===== config.mk =====
export PLATFORM = sky130hd
export DESIGN_NAME = imm_encoder
export DESIGN_NICKNAME = d
export VERILOG_FILES = /design/src/rtl/imm_encoder.sv
export SDC_FILE = /design/constraint.sdc
export NUM_CORES = 1
export LEC_CHECK = 0
export CAP_MARGIN = 10
export CELL_PAD_IN_SITES_DETAIL_PLACEMENT = 0
export CELL_PAD_IN_SITES_GLOBAL_PLACEMENT = 2
export CORE_MARGIN = 3
export CORE_UTILIZATION = 33
export DETAILED_ROUTE_END_ITERATION = 16
export PLACE_DENSITY = 0.88
export SYNTH_ARGS = -nofsm -noshare
export SYNTH_HDL_FRONTEND = slang
export SYNTH_SLANG_ARGS = --single-unit

===== constraint.sdc =====
create_clock -name clk -period 1.9 [get_ports clk]
set_clock_uncertainty 0.1 [all_clocks]
set_input_delay 0.475 -clock clk [delete_from_list [all_inputs] [get_ports clk]]
set_output_delay 0.475 -clock clk [all_outputs]
set_load 0.01 [all_outputs]

===== src/rtl/imm_encoder.sv =====
// Immediate packer and range checker feeding a 2-entry valid/ready FIFO.
// Optional error counter built only when IMM_ENC_ERRCNT_EN is defined.
module imm_encoder #(
  parameter int DEPTH = 2,
  parameter int CNT_W = 8
) (
  input  logic             clk,
  input  logic             rst_n,
  input  logic             InValid,
  output logic             InReady,
  input  logic [1:0]       InmSrc,
  input  logic [18:0]      Imm,
  input  logic [11:0]      Hdr,
  output logic             OutValid,
  input  logic             OutReady,
  output logic [27:0]      Instr,
  output logic             OutErr,
  input  logic             ErrClr,
  output logic [CNT_W-1:0] ErrCount
);

  localparam logic [1:0] FULL = 2'(DEPTH);

  function automatic logic [27:0] f_pack(input logic [1:0] fmt,
                                         input logic [11:0] hdr,
                                         input logic [18:0] imm);
    logic [27:0] res;
    case (fmt)
      2'b10:   res = {hdr[11:1], imm[16:0]};
      2'b11:   res = {hdr[11:0], imm[15:0]};
      default: res = {hdr[11:3], imm[18:0]};
    endcase
    return res;
  endfunction

  function automatic logic f_range_err(input logic [1:0] fmt,
                                       input logic [18:0] imm);
    logic res;
    case (fmt)
      2'b10:   res = |imm[18:17];
      2'b11:   res = |imm[18:16];
      default: res = 1'b0;
    endcase
    return res;
  endfunction

  logic [28:0] r_mem [2];
  logic        r_wr_ptr;
  logic        r_rd_ptr;
  logic [1:0]  r_count;

  logic        w_push;
  logic        w_pop;
  logic        w_err;
  logic [28:0] w_word;

  // Handshake decisions depend only on the registered occupancy.
  assign InReady  = (r_count != FULL);
  assign OutValid = (r_count != 2'd0);
  assign w_push   = InValid && InReady;
  assign w_pop    = OutValid && OutReady;

  assign w_err  = f_range_err(InmSrc, Imm);
  assign w_word = {w_err, f_pack(InmSrc, Hdr, Imm)};

  assign Instr  = r_mem[r_rd_ptr][27:0];
  assign OutErr = r_mem[r_rd_ptr][28];

  always_ff @(posedge clk or negedge rst_n) begin
    if (!rst_n) begin
      r_mem[0] <= '0;
      r_mem[1] <= '0;
      r_wr_ptr <= 1'b0;
      r_rd_ptr <= 1'b0;
      r_count  <= 2'd0;
    end else begin
      if (w_push) begin
        r_mem[r_wr_ptr] <= w_word;
        r_wr_ptr        <= ~r_wr_ptr;
      end
      if (w_pop) begin
        r_rd_ptr <= ~r_rd_ptr;
      end
      case ({w_push, w_pop})
        2'b10:   r_count <= r_count + 2'd1;
        2'b01:   r_count <= r_count - 2'd1;
        default: r_count <= r_count;
      endcase
    end
  end

`ifdef IMM_ENC_ERRCNT_EN
  logic [CNT_W-1:0] r_err_cnt;

  // Clear wins over a same-cycle increment; the count sticks at all-ones.
  always_ff @(posedge clk or negedge rst_n) begin
    if (!rst_n) begin
      r_err_cnt <= '0;
    end else if (ErrClr) begin
      r_err_cnt <= '0;
    end else if (w_push && w_err && (r_err_cnt != {CNT_W{1'b1}})) begin
      r_err_cnt <= r_err_cnt + 1'b1;
    end
  end

  assign ErrCount = r_err_cnt;
`else
  logic w_unused_clr;

  assign w_unused_clr = ErrClr;
  assign ErrCount     = '0;
`endif

endmodule


Word level (Yosys, flattened, before mapping) --
Index checks and enable logic that the tools add are counted.
Cells by class: add/sub/neg operators 2, $lt $le $gt $ge 3, equal/unequal tests 5, mux-type cells 9, bitwise logic cells 4, reduce and logical (&&, ||, !) cells 7
Operators with widths (count):
- two-way mux 29 bit | 4
- bitwise mux 58 bit | 1
- one-hot mux 19 bit (2 select lines) | 1
- demux 29 bit (select 1 bit) | 1
- == test 2 bit, second input constant | 3
- greater-or-equal comparator 2 bit, second input constant | 2
- inverter 1 -> 2 bit | 2
- one-hot mux 2 bit (2 select lines) | 1
- nonzero test 2 bit | 2
- logical AND 1 bit | 3
- OR reduction 3 bit | 1
- adder 2 x 1 -> 2 bit, second input constant | 1
- == test 2 x 1 -> 1 bit, second input constant | 1
- < comparator 2 x 1 -> 1 bit, second input constant | 1
- != test 2 bit, second input constant | 1
- inverter 1 bit | 2
- one-hot mux 1 bit (2 select lines) | 1
- OR reduction 2 bit | 1
- subtractor 2 x 1 -> 2 bit, second input constant | 1
Storage, ports and cells: register bits 62

Depth between registers and ports, before layout --
Gate-level depths: netlist of the first run.
depth after elaboration 6, depth in mapped cells 6

Worst setup path after synthesis of the first run --
Ideal clock, no wire load.
kind register -> output, from reg r_rd_ptr, to out Instr[10], data arrival time 1101 ps, slack 224 ps, cell stages (with the launch flop) 3, path buffers 1, cells stage by stage dfrtp_1 buf_1 mux2_2
Between the ends: word-level cells in the longest chain between the ends 4
RTL lines:
- from (decl) | RTL line 49 | logic r_rd_ptr;
- from (signal assigned) | RTL line 82 | r_rd_ptr <= ~r_rd_ptr;
- inverter 1 -> 2 bit (not written as such) | RTL line 66 | assign Instr = r_mem[r_rd_ptr][27:0];
- two-way mux 29 bit (3 in a row)
- to (decl) | RTL line 16 | output logic [27:0] Instr,
Every way passes these cells. The select of a mux whose other input is x is not followed.

Worst setup path in the final report of the first run --
from reg r_rd_ptr, to out Instr[26]
The elaborated chain is that of the path after synthesis.

==> impl_metrics.env, run 1 <==
export IMPL_status="complete, but fails checks"
export IMPL_violations="negative setup slack"
export IMPL_grt_use_total_pct=12.4
export IMPL_required_ns=1.32
export IMPL_gp_congestion=0.670
export IMPL_grt_pass1_wl_um=9450
export IMPL_synth_compound_area_share_pct=0.478
export IMPL_finalWorstSetupSlack_ns=-0.0638
export IMPL_finalCritPeriodShare_pct=103
export IMPL_slowest_delay_ns=0.41
export IMPL_ys_warn_count=0
export IMPL_startpoint="r_rd_ptr"
export IMPL_cp_max_fo=8
export IMPL_drive_above_1_share_pct=55.1
export IMPL_ir_drop_uv=721
export IMPL_end_kind="primary output"
export IMPL_clk_path_buf_depth=2
export IMPL_min_path_type="input pin to asynchronous set/reset pin"
export IMPL_drtPass1Iterations=3
export IMPL_synth_simple_gate_area_share_pct=2.35
export IMPL_synth_top_family_by_area="multiplexers"
export IMPL_antenna_found_initial=0
export IMPL_synthXorXnorAreaFrac_pct=1.52
export IMPL_dp_hpwl_um=3810
export IMPL_hold_viol_final=0
export IMPL_port_buffers=67
export IMPL_drv_slew=0
export IMPL_dpl_cell_count=362
export IMPL_area_growth_pct=38.4
export IMPL_period_minus_slack_ns=1.96
export IMPL_syn_inst=189
export IMPL_critical_path_class="flip-flop to primary output"
export IMPL_drcViolationCount=0
export IMPL_reg2regPathDepth=5
export IMPL_timing_rr_start="r_count[0]"
export IMPL_antenna_left=0
export IMPL_synth_cell_types=23
export IMPL_avgRoutedWirePerCell_um=15.0
export IMPL_num_rows=33
export IMPL_initial_core_util_pct=34.5
export IMPL_antennaDiodeCount=0
export IMPL_startpoint_type="flip-flop"
export IMPL_yosys_area_top_type="dfrtp_1"
export IMPL_vias_per_cell=4.50
export IMPL_fmax_mhz=509
export IMPL_gr_total_overflow=0
export IMPL_die_area_mm2=0.00988
export IMPL_p_leak_nw=1.75
export IMPL_boundaryPins=77
export IMPL_powerDensity_mw_per_mm2=1820
export IMPL_total_power_mw=7.24
export IMPL_seq_area_frac_synth_pct=53.9
export IMPL_h_tree_depth=3
export IMPL_r2r_setup_slack_ns=0.27
export IMPL_final_common_cell="mux2_2"
export IMPL_finalNonFillerCells=381
export IMPL_drt_initial_drc_count=48
export IMPL_clock_sinks=62
export IMPL_die_x_um=99.4
export IMPL_ys_ff_latch=62
export IMPL_cts_made_buffers=9
export IMPL_path_cells="buf_6 > mux2_2 > buf_6"
export IMPL_clock_latency_ns=0.32
export IMPL_dpl_cell_area_mm2=0.00373
export IMPL_cap_violations=0
export IMPL_postCtsHoldBufs=0
export IMPL_cp_arrival_ns=1.39
export IMPL_grt_pass1_vias=1879
export IMPL_yosysTopAreaCellShare_pct=53.9
export IMPL_die_h_um=99.4
export IMPL_setup_viol=28
export IMPL_rsz0062_at_grt="yes"
export IMPL_pre_cts_ws_ns=-0.116
export IMPL_core_mm2=0.00834
export IMPL_cts_tree="done"
export IMPL_crit_top_cell="buf_6"
export IMPL_grt_max_degree=63
export IMPL_finish_utilization_pct=47.8
export IMPL_postRouteWirelength_um=5730
export IMPL_syn_cell_area_mm2=0.00288
export IMPL_synth_fa_ha_area_share_pct=0.435
export IMPL_slowest_stage="dfrtp_2"
export IMPL_yosys_top_cells_area="dfrtp_1, mux2_2, mux2_4"
export IMPL_clk_pin_slew_ns=0.07
export IMPL_synth_area_per_cell_um2=15.2
export IMPL_r2r_end="r_count[1]"
export IMPL_fin_nets=310
export IMPL_synth_area_mux_share_pct=36.2
export IMPL_final_cell_area_mm2=0.00399
export IMPL_dr_total_vias=1714
export IMPL_final_cell_mix="mux2_2, dfrtp_1, clkdlybuf4s50_1, buf_6, mux2_4"
export IMPL_root_buffer="clkbuf_8"
## cell families after synthesis
family	count (synthesis)
buffers and inverters	19
DFF	62
adders and majority gates	1
muxes	89
and+or+nand+nor	10
AOI/OAI and AO/OA	2
other	1
xor gates and xnor gates	5
## through the flow
stage	TNS (ns)	hold slack, ns
after floorplan	0	0.0794
after global placement	-3.05	0.381
after detailed placement	-3.84	0.387
after CTS	-3.62	0.0479
after global routing	-3.49	0.0524
final	-1.36	0.0501
## worst max path at each step
| stage | end | cells past startpoint |
|---|---|---|
| 6_report | Instr[26] | 3 |
| 5_1_grt | Instr[1] | 3 |
| 4_1_cts | Instr[10] | 4 |
| 3_5_place_dp | Instr[10] | 3 |
| 3_3_place_gp | Instr[6] | 3 |
| 2_1_floorplan | Instr[10] | 2 |
## area by class of cell
class	instances	area [um^2]
clock buffer	11	141
clock inverter	5	35.0
fill	759	4360
inverter	2	7.51
multi-input combinational	115	1240
sequential	62	1550
tap	105	131
timing repair buffer	81	878
## flip-flops by register name, summed over array words and instances, names as in the netlist
name / flops
r_mem: 58
r_wr_ptr: 1
r_count: 2
r_rd_ptr: 1
## power breakdown
part / leakage, nW / internal (mW) / switching, mW
Sequential: 0.729 / 2.01 / 0.332
Combinational: 0.946 / 2.49 / 1.39
Clock: 0.0776 / 0.506 / 0.508
Total: 1.75 / 5.01 / 2.23
## cell usage after synthesis
cell	instances
buf_1	3
conb_1	1
and2_1	1
nand3_2	1
mux2_4	11
xor2_1	2
or2_2	1
a211o_1	1
and3b_4	1
o21ai_0	1
xnor2_1	3
buf_4	9
inv_1	2
nand2_1	4
dfrtp_1	62
mux2_2	76
buf_6	3
buf_2	1
mux2i_1	2
buf_12	1
nor2_1	1
ha_1	1
nand2b_4	1
## critical path, delay by kind of cell (launching register included)
kind | cells | cell delay (ns)
multiplexers | 1 | 0.35
buffers and inverters | 2 | 0.29
flip-flops | 1 | 0.41
## routing by layer
| metal | wire length, um | GRT usage (%) | part of all wire, % | up-vias |
|---|---|---|---|---|
| met2 | 2770 | 19.4 | 48 | 53 |
| met3 | 405 | 5.54 | 7.1 | 3 |
| met5 | 0 | 0 | 0 | - |
| met4 | 34 | 3.47 | 0.59 | 0 |
| li1 | - | - | - | 811 |
| met1 | 2520 | 15.5 | 44 | 847 |
## what timing repair did
| item | 4_1_cts | 5_1_grt |
|---|---|---|
| setup buffers | 5 | 0 |
| endpoints found under the setup margin | 31 | 31 |
| pin swaps | 1 | 0 |
| resized for setup | 154 | 10 |
| gates cloned | 2 | 0 |
Power figures use the tool's default switching activity.
==> inputs of run 2 (changes only) <==
--- a/config.mk
+++ b/config.mk
@@ -11,6 +11,7 @@
 export CORE_MARGIN = 3
 export CORE_UTILIZATION = 33
 export DETAILED_ROUTE_END_ITERATION = 16
+export HOLD_SLACK_MARGIN = 0.03
 export PLACE_DENSITY = 0.88
 export SYNTH_ARGS = -nofsm -noshare
 export SYNTH_HDL_FRONTEND = slang
==> results of run 2 <==
Same layout as run 1: the final DEF is identical, and so are final timing and power.
==> inputs of run 3 (changes only) <==
--- a/config.mk
+++ b/config.mk
@@ -10,9 +10,11 @@
 export CELL_PAD_IN_SITES_GLOBAL_PLACEMENT = 2
 export CORE_MARGIN = 3
 export CORE_UTILIZATION = 33
+export CTS_CLUSTER_SIZE = 25
 export DETAILED_ROUTE_END_ITERATION = 16
 export HOLD_SLACK_MARGIN = 0.03
 export PLACE_DENSITY = 0.88
+export RECOVER_POWER = 50
 export SYNTH_ARGS = -nofsm -noshare
 export SYNTH_HDL_FRONTEND = slang
 export SYNTH_SLANG_ARGS = --single-unit
==> impl_metrics.env, run 3 (synthesis gave the netlist of run 1 again) <==
export IMPL_period_minus_slack_ns=1.96
export IMPL_antennaDiodeCount=0
export IMPL_postCtsHoldBufs=0
export IMPL_status="complete, but fails checks"
export IMPL_antenna_left=0
export IMPL_startpoint_type="flip-flop"
export IMPL_cp_max_fo=8
export IMPL_finalNonFillerCells=381
export IMPL_drt_initial_drc_count=48
export IMPL_fmax_mhz=509
export IMPL_antenna_found_initial=0
export IMPL_clock_latency_ns=0.32
export IMPL_cts_made_buffers=9
export IMPL_multi_input_area_mm2=0.00124
export IMPL_maxSlewHeadroom_pct=6.59
export IMPL_gp_congestion=0.670
export IMPL_die_area_mm2=0.00988
export IMPL_vias_per_cell=4.50
export IMPL_avgRoutedWirePerCell_um=15.0
export IMPL_r2r_end="r_count[1]"
export IMPL_initial_core_util_pct=34.5
export IMPL_num_rows=33
export IMPL_boundaryPins=77
export IMPL_fillers=761
export IMPL_fin_nets=310
export IMPL_ir_drop_uv=721
export IMPL_hold_path_endpoint="r_mem[3]"
export IMPL_seq_area_mm2=0.00155
export IMPL_grt_use_total_pct=12.4
export IMPL_final_common_cell="mux2_2"
export IMPL_drtPass1Iterations=3
export IMPL_drv_slew=0
export IMPL_drcViolationCount=0
export IMPL_powerDensity_mw_per_mm2=1820
export IMPL_end_kind="primary output"
export IMPL_internal_power_mw=5.00
export IMPL_largest_register="r_mem"
export IMPL_finish_utilization_pct=47.6
export IMPL_final_cell_mix="mux2_2, dfrtp_1, clkdlybuf4s50_1, buf_6, mux2_4"
export IMPL_reg2regPathDepth=5
export IMPL_cts_tree="done"
export IMPL_grt_pass1_vias=1879
export IMPL_port_buffers=67
export IMPL_clk_path_buf_depth=2
export IMPL_min_path_type="flip-flop to flip-flop"
export IMPL_core_mm2=0.00834
export IMPL_holdWs_ns=0.401
export IMPL_dp_hpwl_um=3810
export IMPL_required_ns=1.32
export IMPL_p_sw_mw=2.23
export IMPL_largest_reg_flops=58
export IMPL_setup_viol=28
export IMPL_finalWorstSetupSlack_ns=-0.0638
export IMPL_postRouteWirelength_um=5730
export IMPL_dr_total_vias=1714
export IMPL_h_tree_depth=3
export IMPL_p_sw_share_pct=30.8
export IMPL_final_cell_area_mm2=0.00397
export IMPL_cp_arrival_ns=1.39
export IMPL_area_growth_pct=37.9
export IMPL_hold_viol_final=0
export IMPL_timing_rr_start="r_count[0]"
export IMPL_top_regs="r_mem: 58 flops, r_count: 2 flops"
export IMPL_pwr_share_clk_pct=14.0
export IMPL_drive_above_1_share_pct=55.1
export IMPL_pre_cts_ws_ns=-0.116
export IMPL_critical_path_class="flip-flop to primary output"
export IMPL_r2r_setup_slack_ns=0.27
export IMPL_die_h_um=99.4
export IMPL_dpl_cell_count=362
export IMPL_rsz0062_at_grt="yes"
export IMPL_clk_pin_slew_ns=0.07
export IMPL_grt_pass1_wl_um=9450
export IMPL_gr_total_overflow=0
export IMPL_root_buffer="clkbuf_8"
export IMPL_cap_violations=0
export IMPL_p_leak_nw=1.75
export IMPL_worst_pin_slew_ns=1.40
export IMPL_clock_sinks=62
export IMPL_seq_power_share_pct=32.4
export IMPL_finalCritPeriodShare_pct=103
export IMPL_die_x_um=99.4
export IMPL_combinationalPowerShare_pct=53.6
export IMPL_fin_tns_setup_ns=-1.36
export IMPL_hold_path_startpoint="r_mem[3]"
export IMPL_total_power_mw=7.23
export IMPL_hold_depth=1
export IMPL_dpl_cell_area_mm2=0.00373
export IMPL_violations="negative setup slack"
export IMPL_grt_max_degree=63
## run 3: per-layer routing
| layer | up-vias | wire, um | GRT usage, % |
|---|---|---|---|
| met2 | 53 | 2770 | 19.4 |
| met5 | - | 0 | 0 |
| met4 | 0 | 34 | 3.47 |
| met1 | 847 | 2520 | 15.5 |
| li1 | 811 | - | - |
| met3 | 3 | 405 | 5.54 |
## run 3: repair_timing
action / in CTS / in global routing
setup buffers: 5 / 0
endpoints found under the hold margin: 0 / 0
gates cloned: 2 / 0
setup endpoints to repair: 31 / 31
pin swaps: 1 / 0
gates resized for setup: 154 / 10
## run 3: layout make-up
class / instances / area share, %
clock buffer: 11 / 3.56
clock inverter: 5 / 0.882
inverter: 2 / 0.189
multi-input combinational: 115 / 31.2
sequential: 62 / 39.1
tap: 105 / 3.31
timing repair buffer: 81 / 21.7
## run 3: worst max path at each step
| stage | from | to | slack (ns) |
|---|---|---|---|
| after floorplan | r_rd_ptr | Instr[10] | 0.22 |
| after global placement | r_rd_ptr | Instr[6] | -0.11 |
| after detailed placement | r_rd_ptr | Instr[10] | -0.12 |
| after CTS | r_rd_ptr | Instr[10] | -0.15 |
| after global routing | r_rd_ptr | Instr[1] | -0.14 |
| final | r_rd_ptr | Instr[26] | -0.06 |
## run 3: power groups by stage
| stage | Sequential, mW | Combinational [mW] | Clock (mW) |
|---|---|---|---|
| 6_report | 2.34 | 3.88 | 1.01 |
| 5_1_grt | 2.43 | 4.16 | 1.13 |
| 4_1_cts | 2.34 | 4.11 | 1.05 |
| 3_5_place_dp | 2.35 | 3.67 | 0 |
| 3_3_place_gp | 2.32 | 3.62 | 0 |
| 2_1_floorplan | 2.26 | 2.16 | 0 |
## run 3: worst max-delay path: stages, from the launching register on
cell     delay, ns
dfrtp_2       0.41
buf_6         0.17
mux2_2        0.35
buf_6         0.12
